--- src/rtl/sdram_pkg.sv ---
// Shared types and constants for the SDRAM access sequencer.
// Command pin encodings, FSM states and default timings.
package sdram_pkg;

  typedef logic [3:0] cmd_t;

  // {cs_n, ras_n, cas_n, we_n}
  localparam cmd_t CMD_NOP  = 4'b0111;
  localparam cmd_t CMD_ACT  = 4'b0011;
  localparam cmd_t CMD_RD   = 4'b0101;
  localparam cmd_t CMD_WR   = 4'b0100;
  localparam cmd_t CMD_PRE  = 4'b0010;
  localparam cmd_t CMD_AREF = 4'b0001;

  typedef enum logic [3:0] {
    S_IDLE,
    S_ACTIVATE,
    S_WAIT_RCD,
    S_RW,
    S_WAIT_CL,
    S_PRECHARGE,
    S_WAIT_RP,
    S_REFRESH,
    S_WAIT_RFC
  } state_e;

  localparam int DEF_ROW_W       = 13;
  localparam int DEF_COL_W       = 9;
  localparam int DEF_BANK_W      = 2;
  localparam int DEF_DATA_W      = 16;
  localparam int DEF_CAS_LAT     = 2;
  localparam int DEF_T_RP        = 2;
  localparam int DEF_T_RFC       = 7;
  localparam int DEF_RCD_TIMEOUT = 8;

  // Auto-precharge flag bit in the column address phase.
  localparam int A10 = 10;

  function automatic int max2(input int a, input int b);
    return (a > b) ? a : b;
  endfunction

endpackage

--- src/rtl/sdram_delay_counter.sv ---
// Loadable down-counter shared by the sequencer wait states.
// done_o is high while the count sits at zero.
module sdram_delay_counter #(
  parameter int W = 4
) (
  input  logic         clk_i,
  input  logic         rst_ni,
  input  logic         load_i,
  input  logic [W-1:0] val_i,
  output logic         done_o
);

  logic [W-1:0] cnt_q;
  logic [W-1:0] cnt_d;

  // Load takes precedence; otherwise decrement and stop at zero.
  always_comb begin
    cnt_d = cnt_q;
    if (load_i) begin
      cnt_d = val_i;
    end else if (cnt_q != '0) begin
      cnt_d = cnt_q - 1'b1;
    end
  end

  // Count register.
  always_ff @(posedge clk_i or negedge rst_ni) begin
    if (!rst_ni) begin
      cnt_q <= '0;
    end else begin
      cnt_q <= cnt_d;
    end
  end

  assign done_o = (cnt_q == '0);

endmodule

--- src/rtl/sdram_access_sequencer.sv ---
// Single-access SDRAM command sequencer with refresh servicing.
// Build option: SDRAM_SEQ_AUTO_PRECHARGE_EN selects READA/WRITEA.
module sdram_access_sequencer
  import sdram_pkg::*;
#(
  parameter int ROW_W       = DEF_ROW_W,
  parameter int COL_W       = DEF_COL_W,
  parameter int BANK_W      = DEF_BANK_W,
  parameter int DATA_W      = DEF_DATA_W,
  parameter int CAS_LAT     = DEF_CAS_LAT,
  parameter int T_RP        = DEF_T_RP,
  parameter int T_RFC       = DEF_T_RFC,
  parameter int RCD_TIMEOUT = DEF_RCD_TIMEOUT
) (
  input  logic              clk,
  input  logic              reset,
  input  logic              req_valid,
  output logic              req_ready,
  input  logic              req_write,
  input  logic [BANK_W-1:0] req_bank,
  input  logic [ROW_W-1:0]  req_row,
  input  logic [COL_W-1:0]  req_col,
  input  logic [DATA_W-1:0] req_wdata,
  output logic              rd_valid,
  output logic [DATA_W-1:0] rd_data,
  input  logic              ref_req,
  output logic              ref_ack,
  output logic              rcd_start,
  input  logic              rcd_int,
  output logic              rcd_err,
  output logic              sd_cs_n,
  output logic              sd_ras_n,
  output logic              sd_cas_n,
  output logic              sd_we_n,
  output logic [BANK_W-1:0] sd_ba,
  output logic [ROW_W-1:0]  sd_addr,
  output logic [DATA_W-1:0] sd_dq_out,
  output logic              sd_dq_oe,
  input  logic [DATA_W-1:0] sd_dq_in
);

  localparam int CW = $clog2(max2(T_RFC, RCD_TIMEOUT) + 1);
  typedef logic [CW-1:0] cnt_t;

  // Wait-state loads: a state held N clocks loads N-1.
  localparam cnt_t LD_RCD  = cnt_t'(RCD_TIMEOUT - 1);
  localparam cnt_t LD_CL   = cnt_t'(CAS_LAT - 2);
  localparam cnt_t LD_RP   = cnt_t'(T_RP - 2);
  localparam cnt_t LD_RPA  = cnt_t'(T_RP - 1);
  localparam cnt_t LD_RFC  = cnt_t'(T_RFC - 2);

  state_e state_q, state_d;

  logic              wr_q, wr_d;
  logic [BANK_W-1:0] bank_q, bank_d;
  logic [ROW_W-1:0]  row_q, row_d;
  logic [COL_W-1:0]  col_q, col_d;
  logic [DATA_W-1:0] wdata_q, wdata_d;

  cmd_t              cmd_q, cmd_d;
  logic [BANK_W-1:0] ba_q, ba_d;
  logic [ROW_W-1:0]  addr_q, addr_d;
  logic [DATA_W-1:0] dqo_q, dqo_d;
  logic              oe_q, oe_d;
  logic              rdv_q, rdv_d;
  logic [DATA_W-1:0] rdata_q, rdata_d;
  logic              ack_q, ack_d;
  logic              start_q, start_d;
  logic              err_q, err_d;
  logic              ready_q, ready_d;

  logic accept;
  logic cnt_ld;
  cnt_t cnt_val;
  logic cnt_done;

  sdram_delay_counter #(
    .W (CW)
  ) u_cnt (
    .clk_i  (clk),
    .rst_ni (reset),
    .load_i (cnt_ld),
    .val_i  (cnt_val),
    .done_o (cnt_done)
  );

  // Next state, request latch and registered-output values.
  always_comb begin
    state_d = state_q;
    accept  = 1'b0;
    cnt_ld  = 1'b0;
    cnt_val = '0;
    rdv_d   = 1'b0;
    rdata_d = rdata_q;
    err_d   = err_q;

    unique case (state_q)
      S_IDLE: begin
        if (ref_req) begin
          state_d = S_REFRESH;
        end else if (req_valid && ready_q) begin
          accept  = 1'b1;
          state_d = S_ACTIVATE;
        end
      end
      S_ACTIVATE: begin
        state_d = S_WAIT_RCD;
        cnt_ld  = 1'b1;
        cnt_val = LD_RCD;
      end
      S_WAIT_RCD: begin
        if (rcd_int) begin
          state_d = S_RW;
        end else if (cnt_done) begin
          err_d   = 1'b1;
          state_d = S_RW;
        end
      end
      S_RW: begin
        if (wr_q) begin
`ifdef SDRAM_SEQ_AUTO_PRECHARGE_EN
          state_d = S_WAIT_RP;
          cnt_ld  = 1'b1;
          cnt_val = LD_RPA;
`else
          state_d = S_PRECHARGE;
`endif
        end else begin
          state_d = S_WAIT_CL;
          cnt_ld  = 1'b1;
          cnt_val = LD_CL;
        end
      end
      S_WAIT_CL: begin
        if (cnt_done) begin
          rdv_d   = 1'b1;
          rdata_d = sd_dq_in;
`ifdef SDRAM_SEQ_AUTO_PRECHARGE_EN
          state_d = S_WAIT_RP;
          cnt_ld  = 1'b1;
          cnt_val = LD_RPA;
`else
          state_d = S_PRECHARGE;
`endif
        end
      end
      S_PRECHARGE: begin
        if (T_RP > 1) begin
          state_d = S_WAIT_RP;
          cnt_ld  = 1'b1;
          cnt_val = LD_RP;
        end else begin
          state_d = S_IDLE;
        end
      end
      S_WAIT_RP: begin
        if (cnt_done) begin
          state_d = S_IDLE;
        end
      end
      S_REFRESH: begin
        if (T_RFC > 1) begin
          state_d = S_WAIT_RFC;
          cnt_ld  = 1'b1;
          cnt_val = LD_RFC;
        end else begin
          state_d = S_IDLE;
        end
      end
      S_WAIT_RFC: begin
        if (cnt_done) begin
          state_d = S_IDLE;
        end
      end
      default: state_d = S_IDLE;
    endcase

    wr_d    = accept ? req_write : wr_q;
    bank_d  = accept ? req_bank  : bank_q;
    row_d   = accept ? req_row   : row_q;
    col_d   = accept ? req_col   : col_q;
    wdata_d = accept ? req_wdata : wdata_q;

    cmd_d   = CMD_NOP;
    ba_d    = '0;
    addr_d  = '0;
    dqo_d   = '0;
    oe_d    = 1'b0;
    ack_d   = 1'b0;
    start_d = 1'b0;
    ready_d = 1'b0;

    unique case (state_d)
      S_IDLE: begin
        ready_d = ~ref_req;
      end
      S_ACTIVATE: begin
        cmd_d  = CMD_ACT;
        ba_d   = bank_d;
        addr_d = row_d;
      end
      S_WAIT_RCD: begin
        start_d = 1'b1;
      end
      S_RW: begin
        cmd_d  = wr_q ? CMD_WR : CMD_RD;
        ba_d   = bank_q;
        addr_d = ROW_W'(col_q);
`ifdef SDRAM_SEQ_AUTO_PRECHARGE_EN
        addr_d[A10] = 1'b1;
`endif
        if (wr_q) begin
          oe_d  = 1'b1;
          dqo_d = wdata_q;
        end
      end
      S_PRECHARGE: begin
        cmd_d = CMD_PRE;
        ba_d  = bank_q;
      end
      S_REFRESH: begin
        cmd_d = CMD_AREF;
        ack_d = 1'b1;
      end
      default: begin
        cmd_d = CMD_NOP;
      end
    endcase
  end

  // State, request fields and all pin/host outputs.
  always_ff @(posedge clk or negedge reset) begin
    if (!reset) begin
      state_q <= S_IDLE;
      wr_q    <= 1'b0;
      bank_q  <= '0;
      row_q   <= '0;
      col_q   <= '0;
      wdata_q <= '0;
      cmd_q   <= CMD_NOP;
      ba_q    <= '0;
      addr_q  <= '0;
      dqo_q   <= '0;
      oe_q    <= 1'b0;
      rdv_q   <= 1'b0;
      rdata_q <= '0;
      ack_q   <= 1'b0;
      start_q <= 1'b0;
      err_q   <= 1'b0;
      ready_q <= 1'b0;
    end else begin
      state_q <= state_d;
      wr_q    <= wr_d;
      bank_q  <= bank_d;
      row_q   <= row_d;
      col_q   <= col_d;
      wdata_q <= wdata_d;
      cmd_q   <= cmd_d;
      ba_q    <= ba_d;
      addr_q  <= addr_d;
      dqo_q   <= dqo_d;
      oe_q    <= oe_d;
      rdv_q   <= rdv_d;
      rdata_q <= rdata_d;
      ack_q   <= ack_d;
      start_q <= start_d;
      err_q   <= err_d;
      ready_q <= ready_d;
    end
  end

  assign {sd_cs_n, sd_ras_n, sd_cas_n, sd_we_n} = cmd_q;

  assign sd_ba     = ba_q;
  assign sd_addr   = addr_q;
  assign sd_dq_out = dqo_q;
  assign sd_dq_oe  = oe_q;
  assign rd_valid  = rdv_q;
  assign rd_data   = rdata_q;
  assign ref_ack   = ack_q;
  assign rcd_start = start_q;
  assign rcd_err   = err_q;
  assign req_ready = ready_q;

endmodule

--- config.mk ---
export PLATFORM = sky130hd
export DESIGN_NAME = sdram_access_sequencer
export DESIGN_NICKNAME = d
export VERILOG_FILES = /design/src/rtl/sdram_pkg.sv /design/src/rtl/sdram_delay_counter.sv /design/src/rtl/sdram_access_sequencer.sv
export SDC_FILE = /design/constraint.sdc
export NUM_CORES = 1
export LEC_CHECK = 0
export CAP_MARGIN = 20
export CORE_MARGIN = 2
export CORE_UTILIZATION = 47
export CTS_CLUSTER_DIAMETER = 40
export DETAILED_ROUTE_END_ITERATION = 10
export DONT_BUFFER_PORTS = 1
export PLACE_DENSITY = 0.63
export SYNTH_ARGS = -nofsm -noshare
export SYNTH_HDL_FRONTEND = slang
export SYNTH_SLANG_ARGS = --single-unit
--- constraint.sdc ---
create_clock -name clk -period 2.1 [get_ports clk]
set_input_delay 0.21 -clock clk [delete_from_list [all_inputs] [get_ports clk]]
set_output_delay 0.21 -clock clk [all_outputs]
set_load 0.02 [all_outputs]
[Word-level counts from Yosys, hierarchy flattened]
Index checks and enable logic that the tools add are counted.
Cells by class
  reduce and logical (&&, ||, !) cells: 11
  add/subtract/negate cells: 1
  muxes and demuxes: 31
  bitwise operators: 2
  equality and inequality tests: 13
Operator list (count)
  two-way mux 16 bit: 2
  two-way mux 4 bit: 8
  one-hot mux 4 bit (8 select lines): 1
  one-hot mux 13 bit (2 select lines): 1
  == test 4 x 3 -> 1 bit, second input constant: 6
  == test 4 x 2 -> 1 bit, second input constant: 4
  two-way mux 1 bit: 13
  two-way mux 13 bit: 1
  logical NOT 4 bit: 3
  one-hot mux 3 bit (4 select lines): 1
  == test 4 x 1 -> 1 bit, second input constant: 2
  one-hot mux 3 bit (2 select lines): 1
  == test 4 bit, second input constant: 1
  one-hot mux 2 bit (2 select lines): 1
  nonzero test 4 bit: 1
  OR reduction 2 bit: 2
  subtractor 4 x 1 -> 4 bit, second input constant: 1
  AND reduction 3 bit: 1
  OR reduction 3 bit: 1
  two-way mux 2 bit: 1
  inverter 1 bit: 2
  one-hot mux 1 bit (2 select lines): 1
  AND reduction 2 bit: 1
  nonzero test 2 bit: 1
  logical AND 1 bit: 1
Storage, ports and cells
  input port bits: 62
  register bits after elaboration: 106

[Longest topological paths before layout]
  word-level depth: 7
  gate-level depth with buffers: 7

[Cells and area by module]
From an unflattened synthesis, not the netlist that was laid out.
Second synthesis, totals
  cells, all modules: 250
  area total of the unflattened synthesis: 3587.2 µm²
By module, submodules not included
  sdram_access_sequencer: area each 3354.5 µm², cells an instance 227, instances 1
  sdram_delay_counter: area each 232.7 µm², cells an instance 23, instances 1

[Worst setup path before layout]
No wires, ideal clock.
  kind: reg2reg
  from: reg u_cnt.cnt_q[0]
  to: reg ready_q (netlist: req_ready)
  stages on the path, launching flop included: 8
  path slack: 0.441 ns
  buffers on the path: 0
  period minus slack after synthesis: 1.659 ns
  setup time: 0.096 ns
  arrival time: 1.563 ns
  path through: dfrtp_1 inv_1 ha_1 or3b_1 a211oi_1 or3_1 inv_2 nor4_2
On the way
  cells in the longest elaborated chain, start to end: 6
RTL lines
  start, declared: RTL line sdram_delay_counter.sv:13  | logic [W-1:0] cnt_q;
  start signal, assigned: RTL line sdram_delay_counter.sv:31  | cnt_q <= cnt_d;
  logical NOT 4 bit (*): RTL line sdram_delay_counter.sv:35  | assign done_o = (cnt_q == '0);
  two-way mux 4 bit: RTL line sdram_access_sequencer.sv:114  | end else if (cnt_done) begin
  two-way mux 4 bit: RTL line sdram_access_sequencer.sv:112  | if (rcd_int) begin
  one-hot mux 4 bit (8 select lines) (*): RTL line sdram_access_sequencer.sv:97  | unique case (state_q)
  net state_d[1]: RTL line sdram_access_sequencer.sv:52  | state_e state_q, state_d;
  logical NOT 4 bit (*): RTL line sdram_access_sequencer.sv:193  | unique case (state_d)
  two-way mux 1 bit (*): RTL line sdram_access_sequencer.sv:193
  net ready_d: RTL line sdram_access_sequencer.sv:70  | logic ready_q, ready_d;
  end signal, assigned: RTL line sdram_access_sequencer.sv:268  | ready_q <= ready_d;
  end, declared: RTL line sdram_access_sequencer.sv:70
Mark *: on every way through the listed nets, which the timed path passes. The rest lies on a longest branch.
A chain may end at the register's enable or synchronous reset.

[Worst setup path after layout]
  from: reg u_cnt.cnt_q[0]
  to: reg dqo_q[13] (netlist: sd_dq_out[13])
On the way
  cells in the longest elaborated chain, start to end: 6
RTL lines
  logical NOT 4 bit (*): RTL line sdram_delay_counter.sv:35
  two-way mux 4 bit: RTL line sdram_access_sequencer.sv:114
  two-way mux 4 bit: RTL line sdram_access_sequencer.sv:112
  one-hot mux 4 bit (8 select lines) (*): RTL line sdram_access_sequencer.sv:97
  == test 4 x 2 -> 1 bit (*): RTL line sdram_access_sequencer.sv:193
  two-way mux 16 bit (*): RTL line sdram_access_sequencer.sv:193
  net dqo_d[13]: RTL line sdram_access_sequencer.sv:63  | logic [DATA_W-1:0] dqo_q, dqo_d;
  end signal, assigned: RTL line sdram_access_sequencer.sv:261  | dqo_q <= dqo_d;
  end, declared: RTL line sdram_access_sequencer.sv:63
Marked as above.

==> results.md <==
* Hold Violations, Final at 92
* Critical Path, Cell by Cell: inv_1 > ha_1 > nor3b_4 > o21a_1 > buf_12 > and3_1
* Met1 usage at 0.227
* Largest cells by area after synthesis: dfrtp_1 61%, mux2_2 9.8%, mux2_4 4.9%
* Distinct cells, synth at 50
* Post-Syn Nets at 315
* Status: finished with violations
* Layout Area Growth over Synthesis at 21.1%
* Post-Synthesis Cells at 252
* Synth Register Bits at 92
* Met3 usage at 0.0444
* Antenna Cells at 0
* Hold_ws at -0.449 ns
* CTS tree: built
* Final net count at 367
* Fill count at 625
* Reg clk slew, reported paths at 0.09 ns
* Residual DRC at 0
* Sequential fraction of the synthesis area at 0.629
* PortBufs at 0
* Yosys top cell area share at 0.608
* Largest net degree at the start of global routing at 93
* Core Area at 7650 sq um
* Crit path buf inv count at 2
* RSZ-0062 raised after global routing: false
* Final ANT Viol Nets at 0
* Synth warnings at 0
* Final global-route overflow total at 0
* Root buffer cell: clkbuf_8
* Via count at 2160
* Most common cell after layout, fill and taps aside: dfrtp_1
* R2r endpoint: sd_dq_out[13]
* Most frequent cells in the layout: 89 x dfrtp_1, 51 x dlygate4sd3_1, 32 x mux2_2
* R2R cell count at 6
* Post-Syn Area per Cell at 14.5 sq um
* Final TNS setup at 0 ns
* Mapped Area at 3660 sq um
* Worst Path Max Fanout at 20
* Initial antenna violation count at 0
* Worst VDD drop at 0.000614 V
* Routability cong. at 0.766
* Crit start category: flip-flop
* Final setup fails at 0
* R2R setup slack at 0.24 ns
* Post-synth EDFFs at 0
* Critical path depth at 6
* Max incr delay on CP at 0.42 ns
* Worst skew pair latency at 0.34 ns
* WS Path Type: flip-flop to flip-flop
* Die height at 92.3 microns
* Ports at 119
* Critical Path RT at 2.38 ns
* TritonRoute pass-1 iters at 4
* CP Data Arrival Time at 2.13 ns
* Global-route met2 utilization at 0.260
* Power per Cell Area at 1240 nW/um^2
* # rows at 32
* Asr flop ratio synth at 1.00
* Inserted Clock Buffers at 9
* Top delay family on crit path: simple AND/OR/NAND/NOR gates
* Slowest CP cell: nor3b_4
* Die X-Extent at 92.3 microns
* Clk sink count at 92
* Post-synth top area cell: dfrtp_1
* Period Utilization, post-route at 0.884
* Min Tclk post-route at 1.86 ns
* Slew Viols, Final at 0
* Most used routing layer: met2
* Final instance area at 4440 sq um
* Pwr Total at 5.52 mW
* Dpl hpwl at 4.35 mm
* Top_reg_cell synth: dfrtp_1
* Die area at 8520 sq um
* Crit. End Element: flip-flop
* Failing checks: negative hold slack
* Critical Path Sink: sd_dq_out[13]
* Post-CTS setup buffer count at 0
* Setup crit start: u_cnt.cnt_q[0]
* Number of global-route vias before repair at 2220
* First-pass GRT wire length at 11.0 mm
* WL final at 6.78 mm
* Drt first-iter violations at 117
* Max Root-Sink Buffers at 2
* Fmax at 539 MHz
* Placed inst area at 3720 sq um
* DR WL/cell at 16.5 microns
* Skew final at 0.00905 ns
* Leakage power at 2.11 nW
* Share of cells above drive strength 1 at 0.252
* Vias per cell at 5.26
* Hold Crit Class: input pin to asynchronous set/reset pin
* Initial core utilization at 0.479
* Critical R2R Launch: u_cnt.cnt_q[0]
* H-tree depth at 3
* Total track usage at 0.167
* Count of maximum capacitance violations at 0
==> layout make-up <==
type,instances,area (sq um),area share
clock buffer,10,128,0.0288
clock inverter,6,73.8,0.0166
inverter,5,18.8,0.00423
multi-input combinational,139,1200,0.271
sequential,92,2310,0.520
tap,102,128,0.0288
timing repair buffer,57,581,0.131
==> through the flow <==
step	util	hold WS, ns	setup WS [ns]	cells
after global routing	0.580	-0.476	0.117	411
after global placement	0.487	-0.0839	0.270	344
after detailed placement	0.487	-0.0836	0.237	344
after CTS	0.578	-0.472	0.240	409
final	0.580	-0.449	0.244	411
after floorplan	-	-0.0856	0.441	252
==> layer usage <==
metal  vias to the layer above  share of wire
li1                        987              -
met1                      1075           0.44
met2                        89           0.48
met3                         9          0.063
met4                         0          0.012
met5                         -              0
==> synth_stat cells, types with 2 or more instances <==
library cell	number
nand3b_1	2
o211ai_1	2
a22o_1	11
and2_1	5
nand2b_1	2
and3_1	18
or3_1	2
inv_1	4
buf_12	2
buf_2	4
dfrtp_1	89
a21oi_1	6
nor2b_1	2
dfstp_2	3
mux2_2	32
o21ai_0	8
nand2_1	6
buf_4	5
nor3_1	2
nor2_1	3
mux2_4	12
clkbuf_1	2
nand3_1	3
==> timing repair <==
action / CTS / global route
resized for setup: 0 / 0
endpoints found under the hold margin: 142 / 94
hold buffers: 49 / 2
==> state kept, by name, summed over array words and instances, names as in the netlist, 2 cells and up <==
register,flops
bank_q,2
cmd_q,3
sd_addr,13
sd_ba,2
u_cnt.cnt_q,4
rd_data,16
sd_dq_out,16
wdata_q,16
col_q,9
state_q,4
==> how the worst min path moves through the flow <==
stage,end,cells past startpoint
3_5_place_dp,rd_data[13],0
4_1_cts,sd_addr[11],0
2_1_floorplan,bank_q[0],0
3_3_place_gp,rd_data[13],0
6_report,rd_data[10],0
5_1_grt,sd_dq_out[9],0
==> power by group <==
group / switching, mW / internal [mW]
clock: 0.612 / 0.563
combinational: 0.582 / 0.775
sequential: 0.680 / 2.31
total: 1.87 / 3.64
==> logic make-up (layout without fill, tap and decap cells) <==
group	count (synthesis)	in the layout	share of synthesized area
and+or+nand+nor	57	57	0.107
xor gates and xnor gates	2	2	0.00478
adders and majority gates	1	1	0.00341
AOI/OAI and AO/OA	34	34	0.0649
buffers and inverters	21	78	0.0423
DFF	92	92	0.629
other	1	1	0.00102
muxes	44	44	0.148
(Power assumes the default switching activity.)
